<file path="src/rtl/dram_fifo16_pkg.sv">
`default_nettype none
// +------------------------------------------------------------------+
// | Module   : dram_fifo16_pkg                                       |
// | Brief    : Shared sizes and helpers for the 16-entry DRAM FIFO   |
// | Revision : 1.0  initial release                                  |
// +------------------------------------------------------------------+
package dram_fifo16_pkg;

    localparam int FIFO16_DEPTH = 16;  // entries in one RAM16X1D column
    localparam int FIFO16_AW    = 4;   // pointer width, wraps 15->0 on its own
    localparam int FIFO16_CW    = 5;   // occupancy width, holds 0..16

    // Occupancy after one cycle of accepted push/pop activity.
    function automatic logic [FIFO16_CW-1:0] fifo16_next_count(
        input logic [FIFO16_CW-1:0] cnt,
        input logic                 push,
        input logic                 pop
    );
        logic [FIFO16_CW-1:0] v;
        v = cnt;
        if (push && !pop) v = cnt + FIFO16_CW'(1);
        if (pop && !push) v = cnt - FIFO16_CW'(1);
        return v;
    endfunction

endpackage : dram_fifo16_pkg
`default_nettype wire

</file>
<file path="src/rtl/dram_fifo16_mem.sv">
`default_nettype none
// +------------------------------------------------------------------+
// | Module   : dram_fifo16_mem                                       |
// | Brief    : WIDTH columns of 16x1 dual-port distributed RAM.      |
// |            Write port is synchronous, read port (DPO) is async.  |
// | Revision : 1.0  initial release                                  |
// +------------------------------------------------------------------+
module dram_fifo16_mem
    import dram_fifo16_pkg::*;
#(
    parameter int WIDTH = 8
) (
    input  logic                 clk,
    input  logic [FIFO16_AW-1:0] waddr,
    input  logic                 we,
    input  logic [WIDTH-1:0]     wdata,
    input  logic [FIFO16_AW-1:0] raddr,
    output logic [WIDTH-1:0]     rdata
);

    // One RAM16X1D-shaped column per data bit; only the DPRA/DPO read side
    // is used, so no SPO output exists here.
    for (genvar gi = 0; gi < WIDTH; gi++) begin : g_bit
        logic r_ram [FIFO16_DEPTH];

        // Synchronous write through the A/WE port.
        always_ff @(posedge clk) begin
            if (we) r_ram[waddr] <= wdata[gi];
        end

        assign rdata[gi] = r_ram[raddr];
    end

endmodule : dram_fifo16_mem
`default_nettype wire

</file>
<file path="src/rtl/dram_fifo16_ctrl.sv">
`default_nettype none
// +------------------------------------------------------------------+
// | Module   : dram_fifo16_ctrl                                      |
// | Brief    : 16-entry first-word-fall-through FIFO controller.     |
// |            Pointers, occupancy, registered flags and error       |
// |            pulses around a distributed-RAM storage array.        |
// | Revision : 1.0  initial release                                  |
// +------------------------------------------------------------------+
module dram_fifo16_ctrl
    import dram_fifo16_pkg::*;
#(
    parameter int WIDTH = 8
) (
    input  logic                 clk,
    input  logic                 reset,
    input  logic                 flush,
    input  logic [WIDTH-1:0]     wr_data,
    input  logic                 wr_en,
    output logic                 full,
    output logic [WIDTH-1:0]     rd_data,
    input  logic                 rd_en,
    output logic                 empty,
    output logic [FIFO16_CW-1:0] count,
    output logic                 overflow,
    output logic                 underflow
);

    localparam logic [FIFO16_CW-1:0] c_full_cnt = FIFO16_CW'(FIFO16_DEPTH);

    logic [FIFO16_AW-1:0] r_wr_ptr;
    logic [FIFO16_AW-1:0] r_rd_ptr;
    logic [FIFO16_CW-1:0] r_count;
    logic                 r_full;
    logic                 r_empty;
    logic                 r_overflow;
    logic                 r_underflow;

    logic                 w_pop_ok;
    logic                 w_push_ok;
    logic                 w_ram_we;
    logic [FIFO16_CW-1:0] w_count_nxt;

    // Accept decisions use only registered flags, so no request-to-flag path.
    // A push into a full FIFO is allowed when a pop frees the head slot in the
    // same cycle; an empty FIFO never bypasses, so its pop is refused.
    always_comb begin
        w_pop_ok    = rd_en & ~r_empty;
        w_push_ok   = wr_en & (~r_full | w_pop_ok);
        w_ram_we    = w_push_ok & ~reset & ~flush;
        w_count_nxt = fifo16_next_count(r_count, w_push_ok, w_pop_ok);
    end

    // Pointer, occupancy, flag and pulse registers; reset and flush both empty
    // the queue and swallow any requests presented in that cycle.
    always_ff @(posedge clk) begin
        if (reset || flush) begin
            r_wr_ptr    <= '0;
            r_rd_ptr    <= '0;
            r_count     <= '0;
            r_full      <= 1'b0;
            r_empty     <= 1'b1;
            r_overflow  <= 1'b0;
            r_underflow <= 1'b0;
        end else begin
            if (w_push_ok) r_wr_ptr <= r_wr_ptr + FIFO16_AW'(1);
            if (w_pop_ok)  r_rd_ptr <= r_rd_ptr + FIFO16_AW'(1);
            r_count     <= w_count_nxt;
            r_full      <= (w_count_nxt == c_full_cnt);
            r_empty     <= (w_count_nxt == '0);
            r_overflow  <= wr_en & ~w_push_ok;
            r_underflow <= rd_en & ~w_pop_ok;
        end
    end

    // When full with push+pop, wr_ptr == rd_ptr: the async read still shows
    // the old head before the edge and the new word lands at the edge.
    dram_fifo16_mem #(
        .WIDTH (WIDTH)
    ) u_mem (
        .clk   (clk),
        .waddr (r_wr_ptr),
        .we    (w_ram_we),
        .wdata (wr_data),
        .raddr (r_rd_ptr),
        .rdata (rd_data)
    );

    assign full      = r_full;
    assign empty     = r_empty;
    assign count     = r_count;
    assign overflow  = r_overflow;
    assign underflow = r_underflow;

endmodule : dram_fifo16_ctrl
`default_nettype wire
</file>
<file path="config.mk">
export PLATFORM = sky130hd
export DESIGN_NAME = dram_fifo16_ctrl
export DESIGN_NICKNAME = d
export VERILOG_FILES = /design/src/rtl/dram_fifo16_pkg.sv /design/src/rtl/dram_fifo16_mem.sv /design/src/rtl/dram_fifo16_ctrl.sv
export SDC_FILE = /design/constraint.sdc
export NUM_CORES = 1
export LEC_CHECK = 0
export CAP_MARGIN = 0
export CORE_ASPECT_RATIO = 0.6
export CORE_MARGIN = 3
export CORE_UTILIZATION = 40
export CTS_CLUSTER_SIZE = 28
export DETAILED_ROUTE_END_ITERATION = 8
export PLACE_DENSITY = 0.61
export SYNTH_ARGS = -nofsm -noshare
export SYNTH_HDL_FRONTEND = slang
export SYNTH_SLANG_ARGS = --single-unit
export TNS_END_PERCENT = 100
</file>
<file path="constraint.sdc">
create_clock -name clk -period 2.7 [get_ports clk]
set_input_delay 0.54 -clock clk [delete_from_list [all_inputs] [get_ports clk]]
set_output_delay 0.54 -clock clk [all_outputs]
set_load 0.005 [all_outputs]
</file>
==> results of run 1 <==
[registers in the layout (all words and copies together), names as in the netlist, named ones only]
signal,cells
count,5
u_mem.g_bit.r_ram,128
empty,1
r_rd_ptr,4
underflow,1
full,1
r_wr_ptr,4
overflow,1
[metal layers]
layer | global-route usage (%) | up-vias | share of wire, %
met5 | 0 | - | 0
met4 | 5.07 | 0 | 0
met3 | 4.21 | 0 | 9.6
met2 | 22.2 | 98 | 43
met1 | 25.4 | 1572 | 47
li1 | - | 1349 | -
[final cells by class]
| cell class | count | share of cell area (%) |
|---|---|---|
| Clock buffer | 18 | 6.01 |
| Tap cell | 192 | 3.36 |
| Sequential cell | 149 | 59.8 |
| Timing Repair Buffer | 60 | 7.74 |
| Clock inverter | 14 | 2.14 |
| Multi-Input combinational cell | 138 | 20.8 |
| Inverter | 4 | 0.210 |
[through the flow]
| stage | setup WS, ns | total power [mW] | hold WS (ns) | setup TNS (ns) | instance area (µm²) |
|---|---|---|---|---|---|
| 2_1_floorplan | 0.577 | 2.63 | 0.467 | 0 | 5940 |
| 3_3_place_gp | 0.0214 | 2.71 | 0.501 | 0 | 6620 |
| 3_5_place_dp | -0.00304 | 2.72 | 0.508 | -0.00304 | 6620 |
| 4_1_cts | -0.107 | 5.01 | 0.520 | -0.746 | 7230 |
| 5_1_grt | -0.0718 | 5.11 | 0.548 | -0.446 | 7140 |
| 6_report | -0.00766 | 4.95 | 0.518 | -0.0111 | 7140 |
[worst max path at each step]
stage	startpoint	end	cells past startpoint
after floorplan	reset	u_mem.g_bit[0].r_ram[3]$_DFFE_PP_	5
after global placement	register	rd_data[0]	4
after detailed placement	register	rd_data[0]	4
after CTS	register	rd_data[2]	5
after global routing	register	rd_data[4]	4
final	register	rd_data[5]	4
[timing repair]
item	4_1_cts	5_1_grt
gates resized for setup	44	15
setup buffers	2	0
pin swaps	0	0
setup endpoints to repair	8	8
hold buffers	0	0
gates cloned	2	0
[report_power, final]
part	leakage, nW	switching [mW]	internal [mW]
Sequential	1.32	0.00886	2.51
Combinational	0.708	0.0802	0.0704
Clock	0.275	0.915	1.37
[tightest hold or removal path, delay by kind of cell (launching register included)]
| kind | cells | cell delay, ns |
|---|---|---|
| flops | 1 | 0.35 |
| simple gates | 1 | 0.07 |
| compound gates | 1 | 0.06 |
[logic make-up (layout without fill, tap and decap cells)]
family	Yosys count	after routing	synth area share, %
simple gates	68	68	5.25
flops	149	149	71.8
fa+ha+maj	7	7	1.48
buf+inv	18	96	1.92
compound gates	13	13	1.35
xor+xnor	10	10	1.48
mux	40	40	16.7
[cells in the final DEF, fill, tap and decap left out, types with 2 or more instances in the layout]
cell             netlist  layout
buf_4                  0      26
nor2b_1                2       2
nand2_1               16      16
clkbuf_16              0      17
xnor2_1                4       4
nor3_1                 5       5
buf_12                 1       4
mux4_1                24       4
mux4_2                16      36
dfxtp_1               21      20
nand2b_1               4       4
a21oi_1                4       4
nor2_1                27      27
buf_2                  0       6
xor2_1                 6       6
clkinvlp_4             0       3
edfxtp_1             128     128
inv_1                  4       4
inv_6                  0       3
bufinv_16              0       2
o31ai_1                2       2
nand3_1                5       5
clkdlybuf4s50_1        0      21
clkinv_4               0       4
o21ai_0                3       3
buf_6                  1       2
ha_1                   7       7
or3_1                  2       2
==> results.cfg, run 1 <==
[run_status]
outcome = finished, violations left
violations = negative setup slack

[synth]
synth_top_area_cell = edfxtp_1
synth_seq_cells = 149
synth_edf_count = 128
ys_top_cells_by_area = edfxtp_1 (65%), mux4_1 (11%), dfxtp_1 (7.1%)
synth.avg_cell_area_um2 = 19.5
ys_types = 34
synthesis.area_um2 = 5940
synthTopCellsByCount = edfxtp_1 (128), nor2_1 (27), mux4_1 (24), dfxtp_1 (21)
yosysMostFrequentCell = edfxtp_1
yosys_warnings = 0
synth_top_area_share_pct = 64.8
synth-main-ff-cell = edfxtp_1
ys_seq_area_share_pct = 71.8
netlist_instances = 305
synth.net_count = 325
async_flop_share_pct = 0

[clock_network]
cts_buffer_depth = 2
cts-root-buf = clkbuf_16
clock_latency_ns = 0.41
cts_tree = done
cts-buffers-inserted = 17
cts_max_level = 4
clk_pin_slew_ns = 0.06
cts.sinks = 149

[setup_path]
crit_chain = buf_12, mux4_2, mux4_2, buf_6
crit_arrival_ns = 2.17
timing.rr.end = empty$_SDFF_PP1_
endpoint_kind = primary output
startpoint_type = register
slowest_stage = mux4_2
cp_num_buf_inv = 2
critPathRequiredTime_ns = 2.16
ff2ff_setup_slack_ns = 0.79
reg2reg_depth = 7
max_stage_delay_ns = 0.55
cp_max_fo = 8
crit_path_frequent_cell = mux4_2
r2r_start = count[0]$_SDFF_PP0_
critPathTopFamily = multiplexers
crit_type = register to primary output

[sta]
layout_setup_ws_ns = -0.00766
post-route-period-util_pct = 100
tightest_slew_ns = 0.641
period_minus_slack_ns = 2.71
fmax_mhz = 369
rsz0062_at_grt = yes
slew_violations = 0
setup_viol = 2
fin_skew_ns = 0.00653
final-hold-violation-count = 0
maxSlewHeadroom_pct = 57.1

[layout]
seq_area_um2 = 4270
n_antenna_cell = 0
syn2layout_area_growth_pct = 20.3
fin_cells = 575
fill_cells = 1146
nets = 390
multi_input_area_um2 = 1480
drive_gt1_share_pct = 27.9
final_util_pct = 50.7

[worst_hold_path]
holdPathStages = 2
hold_start = r_wr_ptr[1]$_SDFFE_PP0N_
min_to = r_wr_ptr[1]$_SDFFE_PP0N_
hp-class = register to register

[die]
ios = 30
core_area_um2 = 14100
start_util_pct = 42.2
die_x_um = 163
dieArea_um2 = 16400
row_count = 33
die_h_um = 100

[placement]
portBuffers = 29
place_inst = 541
gp_congestion = 0.762
dp_hpwl_mm = 8.03

[route]
wl_per_cell_um = 21.6
viasPerCell = 5.25
drt_pass1_iterations = 5
vias = 3019
drt_wl_total_mm = 12.4
drt-initial-drc-count = 339
drc = 0
postRouteAntennaNets = 0

[global_routing]
grt-ovfl-total = 0
grt_pass1_vias = 3079
antenna_found_initial = 0
grt_use_total_pct = 16.2
grt_max_degree = 33
grt_pass1_wl_mm = 18.9

[flow_run]
cap_viol_max_count = 0

[pwr]
p_per_area_nw_per_um2 = 693
ir_drop_uv = 443
p_leak_nw = 2.31
Note: power is estimated with default switching activity, not from simulation.
==> run 2: changes to the inputs <==
--- a/config.mk
+++ b/config.mk
@@ -5,12 +5,14 @@
 export SDC_FILE = /design/constraint.sdc
 export NUM_CORES = 1
 export LEC_CHECK = 0
+export ABC_AREA = 0
 export CAP_MARGIN = 0
 export CORE_ASPECT_RATIO = 0.6
 export CORE_MARGIN = 3
 export CORE_UTILIZATION = 40
 export CTS_CLUSTER_SIZE = 28
 export DETAILED_ROUTE_END_ITERATION = 8
+export GPL_TIMING_DRIVEN = 0
 export PLACE_DENSITY = 0.61
 export SYNTH_ARGS = -nofsm -noshare
 export SYNTH_HDL_FRONTEND = slang
==> run 2 against run 1 <==
The run still ends with negative setup slack left. Hold slack got worse by 0.014 ns. Combinational power increased by 12%. Utilization increased by 0.37 points. First-iteration DRC count increased by 32%. Global-route usage decreased by 0.26 points. Critical path type unchanged.
==> results.cfg, run 2 (same netlist as run 1, synthesis figures left out) <==
[pwr]
p_int_mw = 3.94
p_switching_mw = 1.00
pwr-share-clk_pct = 45.7
p_comb_share_pct = 3.4
ir_drop_uv = 351
sw_frac_of_total_pct = 20.3
seq_power_share_pct = 50.9
p_leak_nw = 2.32
p_per_area_nw_per_um2 = 688

[die]
ios = 30
row_count = 33
die_x_um = 163
start_util_pct = 42.2
dieArea_um2 = 16400
die_h_um = 100
core_area_um2 = 14100

[setup_path]
reg2reg_depth = 4
endpoint_kind = primary output
cp_max_fo = 5
startpoint_type = register
cp_num_buf_inv = 4
r2r_start = empty$_SDFF_PP1_
slowest_stage = mux4_2
crit_type = register to primary output
crit_chain = buf_12, buf_12, buf_8, mux4_2, mux4_2, buf_2
critPathTopFamily = multiplexers
timing.rr.end = u_mem.g_bit[2].r_ram[14]$_DFFE_PP_
max_stage_delay_ns = 0.55
ff2ff_setup_slack_ns = 0.41
critPathRequiredTime_ns = 2.16
crit_arrival_ns = 2.32

[route]
viasPerCell = 5.27
drc = 0
drt_wl_total_mm = 12.5
vias = 3048
drt_pass1_iterations = 4
drt-initial-drc-count = 449
wl_per_cell_um = 21.5
postRouteAntennaNets = 0

[worst_hold_path]
holdPathStages = 2
min_to = r_rd_ptr[1]$_SDFFE_PP0P_
hp-class = register to register
hold_start = r_rd_ptr[1]$_SDFFE_PP0P_

[global_routing]
grt_pass1_wl_mm = 18.5
grt_use_total_pct = 16.0
grt-ovfl-total = 0
antenna_found_initial = 0
grt_max_degree = 17
grt_pass1_vias = 2930

[clock_network]
ctsHoldBuffers = 0
clock_latency_ns = 0.42
cts_buffer_depth = 2
clk_pin_slew_ns = 0.06
cts_tree = done
cts-root-buf = clkbuf_16
cts.sinks = 149
cts-buffers-inserted = 17
cts_max_level = 4

[flow_run]
cap_viol_max_count = 0

[layout]
fill_cells = 1161
syn2layout_area_growth_pct = 21.2
top_register = u_mem.g_bit.r_ram
final_cell_mix = edfxtp_1 (128), mux4_2 (38), nor2_1 (25), clkdlybuf4s50_1 (21), dfxtp_1 (20)
final_util_pct = 51.1
layout_commonest_cell = edfxtp_1
n_antenna_cell = 0
nets = 394
largest_register_ffs = 128
drive_gt1_share_pct = 28.8
fin_cells = 578

[placement]
gp_congestion = 0.778
dp_hpwl_mm = 8.09
pre_cts_ws_ns = -0.674
place_inst = 526
portBuffers = 29

[run_status]
violations = negative setup slack
outcome = finished, violations left

[sta]
fmax_mhz = 350
tightest_slew_ns = 0.851
setup_viol = 8
layout_setup_ws_ns = -0.158
slew_violations = 0
period_minus_slack_ns = 2.86
post-route-period-util_pct = 106
fin_skew_ns = 0.00760
rsz0062_at_grt = yes
maxSlewHeadroom_pct = 43.0
final-hold-violation-count = 0
tns_ns = -1.06
run 2: cell type report:
type / instances / area (µm²) / share of cell area, %
Clock inverter: 12 / 133 / 1.84
Inverter: 4 / 15.0 / 0.209
Buffer: 13 / 109 / 1.51
Timing Repair Buffer: 51 / 495 / 6.89
Tap cell: 192 / 240 / 3.34
Multi-Input combinational cell: 138 / 1500 / 20.9
Clock buffer: 19 / 433 / 6.02
Sequential cell: 149 / 4270 / 59.3
run 2: tightest hold or removal path: stages, from the launching register on:
cell	delay, ns
dfxtp_1	0.32
nand2_1	0.06
a21oi_1	0.07
run 2: power by group through the flow:
stage	registers [mW]	logic, mW	clock network [mW]
after floorplan	2.56	0.0672	0
after global placement	2.56	0.148	0
after detailed placement	2.57	0.153	0
after CTS	2.52	0.168	2.29
after global routing	2.52	0.184	2.39
final	2.52	0.169	2.26
run 2: worst max-delay path by stage:
stage / startpoint / end / slack [ns] / cells after the start
floorplan: reset / u_mem.g_bit[0].r_ram[3]$_DFFE_PP_ / 0.58 / 5
global placement: reset / u_mem.g_bit[6].r_ram[2]$_DFFE_PP_ / -0.61 / 6
detailed placement: reset / u_mem.g_bit[1].r_ram[0]$_DFFE_PP_ / -0.67 / 6
CTS: register / rd_data[4] / -0.23 / 7
global route: register / rd_data[4] / -0.23 / 6
finish: register / rd_data[4] / -0.16 / 6
run 2: metrics by stage:
step | total power, mW | area [µm²] | hold WS (ns)
2_1_floorplan | 2.63 | 5940 | 0.467
3_3_place_gp | 2.71 | 6470 | 0.486
3_5_place_dp | 2.72 | 6470 | 0.496
4_1_cts | 4.98 | 7180 | 0.506
5_1_grt | 5.09 | 7190 | 0.556
6_report | 4.95 | 7190 | 0.505
run 2: layer usage:
metal / vias to the layer above / part of all wire, % / track usage, %
li1: 1351 / - / -
met1: 1574 / 50 / 26.5
met2: 118 / 41 / 19.5
met3: 5 / 9.0 / 4.45
met4: 0 / 0.49 / 5.46
met5: - / 0 / 0
run 2: repair_timing:
item                                    CTS  global route
cloned                                    1             0
buffers inserted                         18             3
resized for setup                        76             4
pin swaps                                 0             0
endpoints found under the setup margin   40            24
==> run 3: changes to the inputs <==
--- a/config.mk
+++ b/config.mk
@@ -16,5 +16,6 @@
 export PLACE_DENSITY = 0.61
 export SYNTH_ARGS = -nofsm -noshare
 export SYNTH_HDL_FRONTEND = slang
+export SYNTH_HIERARCHICAL = 1
 export SYNTH_SLANG_ARGS = --single-unit
 export TNS_END_PERCENT = 100
==> run 3 against run 2 <==
The flow still finishes with violations (negative setup slack). Hold slack better by 0.037 ns. Area after synthesis fell by 2.0%. Sequential cell count decreased by 4. Cell count increased by 1.0%. Count of clock-buffer cells in the layout fell by 1. Cell area up 0.28%. Combinational power increased by 3%. Worst setup slack better by 0.11 ns. Total power fell by 3.5%. Die area shrank 1.9%. Via count decreased by 0.75%. First-iteration DRC count down 44%.
==> results.cfg, run 3 <==
[setup_path]
startpoint_type = register
crit_chain = buf_12, buf_12, buf_8, buf_6, buf_6, mux4_2, a22oi_2, nand2_1, buf_2
cp_max_fo = 6
crit_type = register to primary output
endpoint_kind = primary output
crit_arrival_ns = 2.20
max_stage_delay_ns = 0.43
slowest_stage = mux4_2
critPathRequiredTime_ns = 2.16

[global_routing]
grt-ovfl-total = 0
grt_max_degree = 17
grt_pass1_wl_mm = 19.0
antenna_found_initial = 0
grt_use_total_pct = 16.6
grt_pass1_vias = 3037

[die]
row_count = 33
ios = 30
dieArea_um2 = 16100
start_util_pct = 41.7
die_h_um = 99.4
core_area_um2 = 14000
die_x_um = 162

[layout]
drive_gt1_share_pct = 35.8
final_cell_mix = edfxtp_1 (128), mux4_2 (29), clkdlybuf4s50_1 (21), nand2_1 (19), buf_4 (19)
nets = 395
syn2layout_area_growth_pct = 24.0
top_register = u_mem/g_bit.r_ram
final_util_pct = 51.7
largest_register_ffs = 128
layout_commonest_cell = edfxtp_1
postLayoutCellArea_um2 = 7210

[placement]
pre_cts_ws_ns = -1.08
gp_congestion = 0.797
postPlaceCellArea_um2 = 6350
portBuffers = 29
dp_hpwl_mm = 8.02

[route]
vias = 3025
viasPerCell = 5.18
drt-initial-drc-count = 253
drt_wl_total_mm = 12.3
wl_per_cell_um = 21.1
drc = 0
postRouteAntennaNets = 0
drt_pass1_iterations = 4

[run_status]
outcome = finished, violations left
violations = negative setup slack

[sta]
fmax_mhz = 365
layout_setup_ws_ns = -0.0426
post-route-period-util_pct = 102
maxSlewHeadroom_pct = 47.9
final-hold-violation-count = 0
slew_violations = 0
period_minus_slack_ns = 2.74
setup_viol = 2
timing.hold.ws_ns = 0.542
fin_skew_ns = 0.00745
rsz0062_at_grt = yes
tightest_slew_ns = 0.777

[clock_network]
clk_pin_slew_ns = 0.06
cts-root-buf = clkbuf_16
cts-buffers-inserted = 17
cts_max_level = 4
ctsHoldBuffers = 0
cts.sinks = 145
clock_latency_ns = 0.41
cts_buffer_depth = 2
cts_tree = done

[synth]
yosys_warnings = 6
synthTopCellsByCount = edfxtp_1 (128), nor2_1 (24), nand2_1 (20), mux4_2 (18), dfxtp_1 (17)
async_flop_share_pct = 0
ys_seq_area_share_pct = 71.9
yosysMostFrequentCell = edfxtp_1
synth_edf_count = 128
synth-main-ff-cell = edfxtp_1
ys_top_cells_by_area = edfxtp_1 (66%), mux4_2 (7.0%), mux4_1 (6.3%)
synth.avg_cell_area_um2 = 18.9
synth_seq_cells = 145
netlist_instances = 308
synth_top_area_share_pct = 66.1
synthesis.area_um2 = 5820
synth_top_area_cell = edfxtp_1
ys_types = 44
synth.net_count = 325

[pwr]
p_leak_nw = 2.31
p_per_area_nw_per_um2 = 662
ir_drop_uv = 401

[flow_run]
cap_viol_max_count = 0

[worst_hold_path]
hp-class = register to register
run 3: cell count changes after synthesis, sizes merged, moves of 3 or more:
cell	change
clkbuf	-4
ha	-3
clkdlybuf4s25	+3
a22oi	+16
mux4	-8
and2	+3
nor2	-3
nand2	+5
dfxtp	-4
run 3: report_power, final:
part	total [mW]	internal [mW]	switching (mW)	leakage [nW]
clock	2.14	1.20	0.940	0.253
sequential	2.46	2.45	0.0124	1.29
combinational	0.174	0.0816	0.0926	0.765
total	4.77	3.73	1.04	2.31
run 3: timing repair:
action,CTS,global route
buffers inserted,17,5
setup endpoints to repair,64,75
pin swaps,9,10
resized for setup,80,14
cloned,1,0
run 3: worst max-delay path, delay by kind of cell (launching register included):
family,cells,cell delay [ns]
compound gates,1,0.19
buf+inv,6,0.72
flops,1,0.35
mux,1,0.43
simple gates,1,0.09
run 3: final timing paths:
kind                                               start                                 to  slack [ns]  depth (start not counted)
worst max-delay path            r_rd_ptr[0]$_SDFFE_PP0P_                         rd_data[6]       -0.04                          9
worst min-delay path                 count[4]$_SDFF_PP0_                count[4]$_SDFF_PP0_        0.54                          2
worst max register to register          empty$_SDFF_PP1_  u_mem/g_bit[2].r_ram[8]$_DFFE_PP_        0.38                          5
worst min register to register       count[4]$_SDFF_PP0_                count[4]$_SDFF_PP0_        0.54                          2
run 3: layout make-up:
cell class | count | area [µm²]
clock inverter | 14 | 119
clock buffer | 18 | 429
buffer | 10 | 116
timing repair buffer | 52 | 487
multi-input combinational | 150 | 1620
fill | 1141 | 6740
inverter | 2 | 7.51
antenna | 1 | 2.50
tap | 192 | 240
sequential | 145 | 4190
run 3: routing by layer:
layer | global-route usage, % | share of wire, % | up-vias
li1 | - | - | 1380
met1 | 25.9 | 47 | 1551
met2 | 21.7 | 42 | 88
met3 | 5.08 | 9.6 | 6
met4 | 6.09 | 0.74 | 0
met5 | 0 | 0 | -
run 3: cell families after synthesis:
kind of cell,synth area share [%]
AO/OA/AOI/OAI,3.53
XOR/XNOR,1.35
buffers and inverters,1.68
flip-flops,71.9
adder cells (fa/ha/maj),0.860
multiplexers,13.6
AND/OR/NAND/NOR,7.03
run 3: per-stage QoR:
stage / std cells / TNS (ns) / power (mW)
6_report: 584 / -0.0680 / 4.77
5_1_grt: 583 / -0.704 / 4.94
4_1_cts: 579 / -0.351 / 4.83
3_5_place_dp: 529 / -61.55 / 2.66
3_3_place_gp: 529 / -54.58 / 2.66
2_1_floorplan: 308 / 0 / 2.57
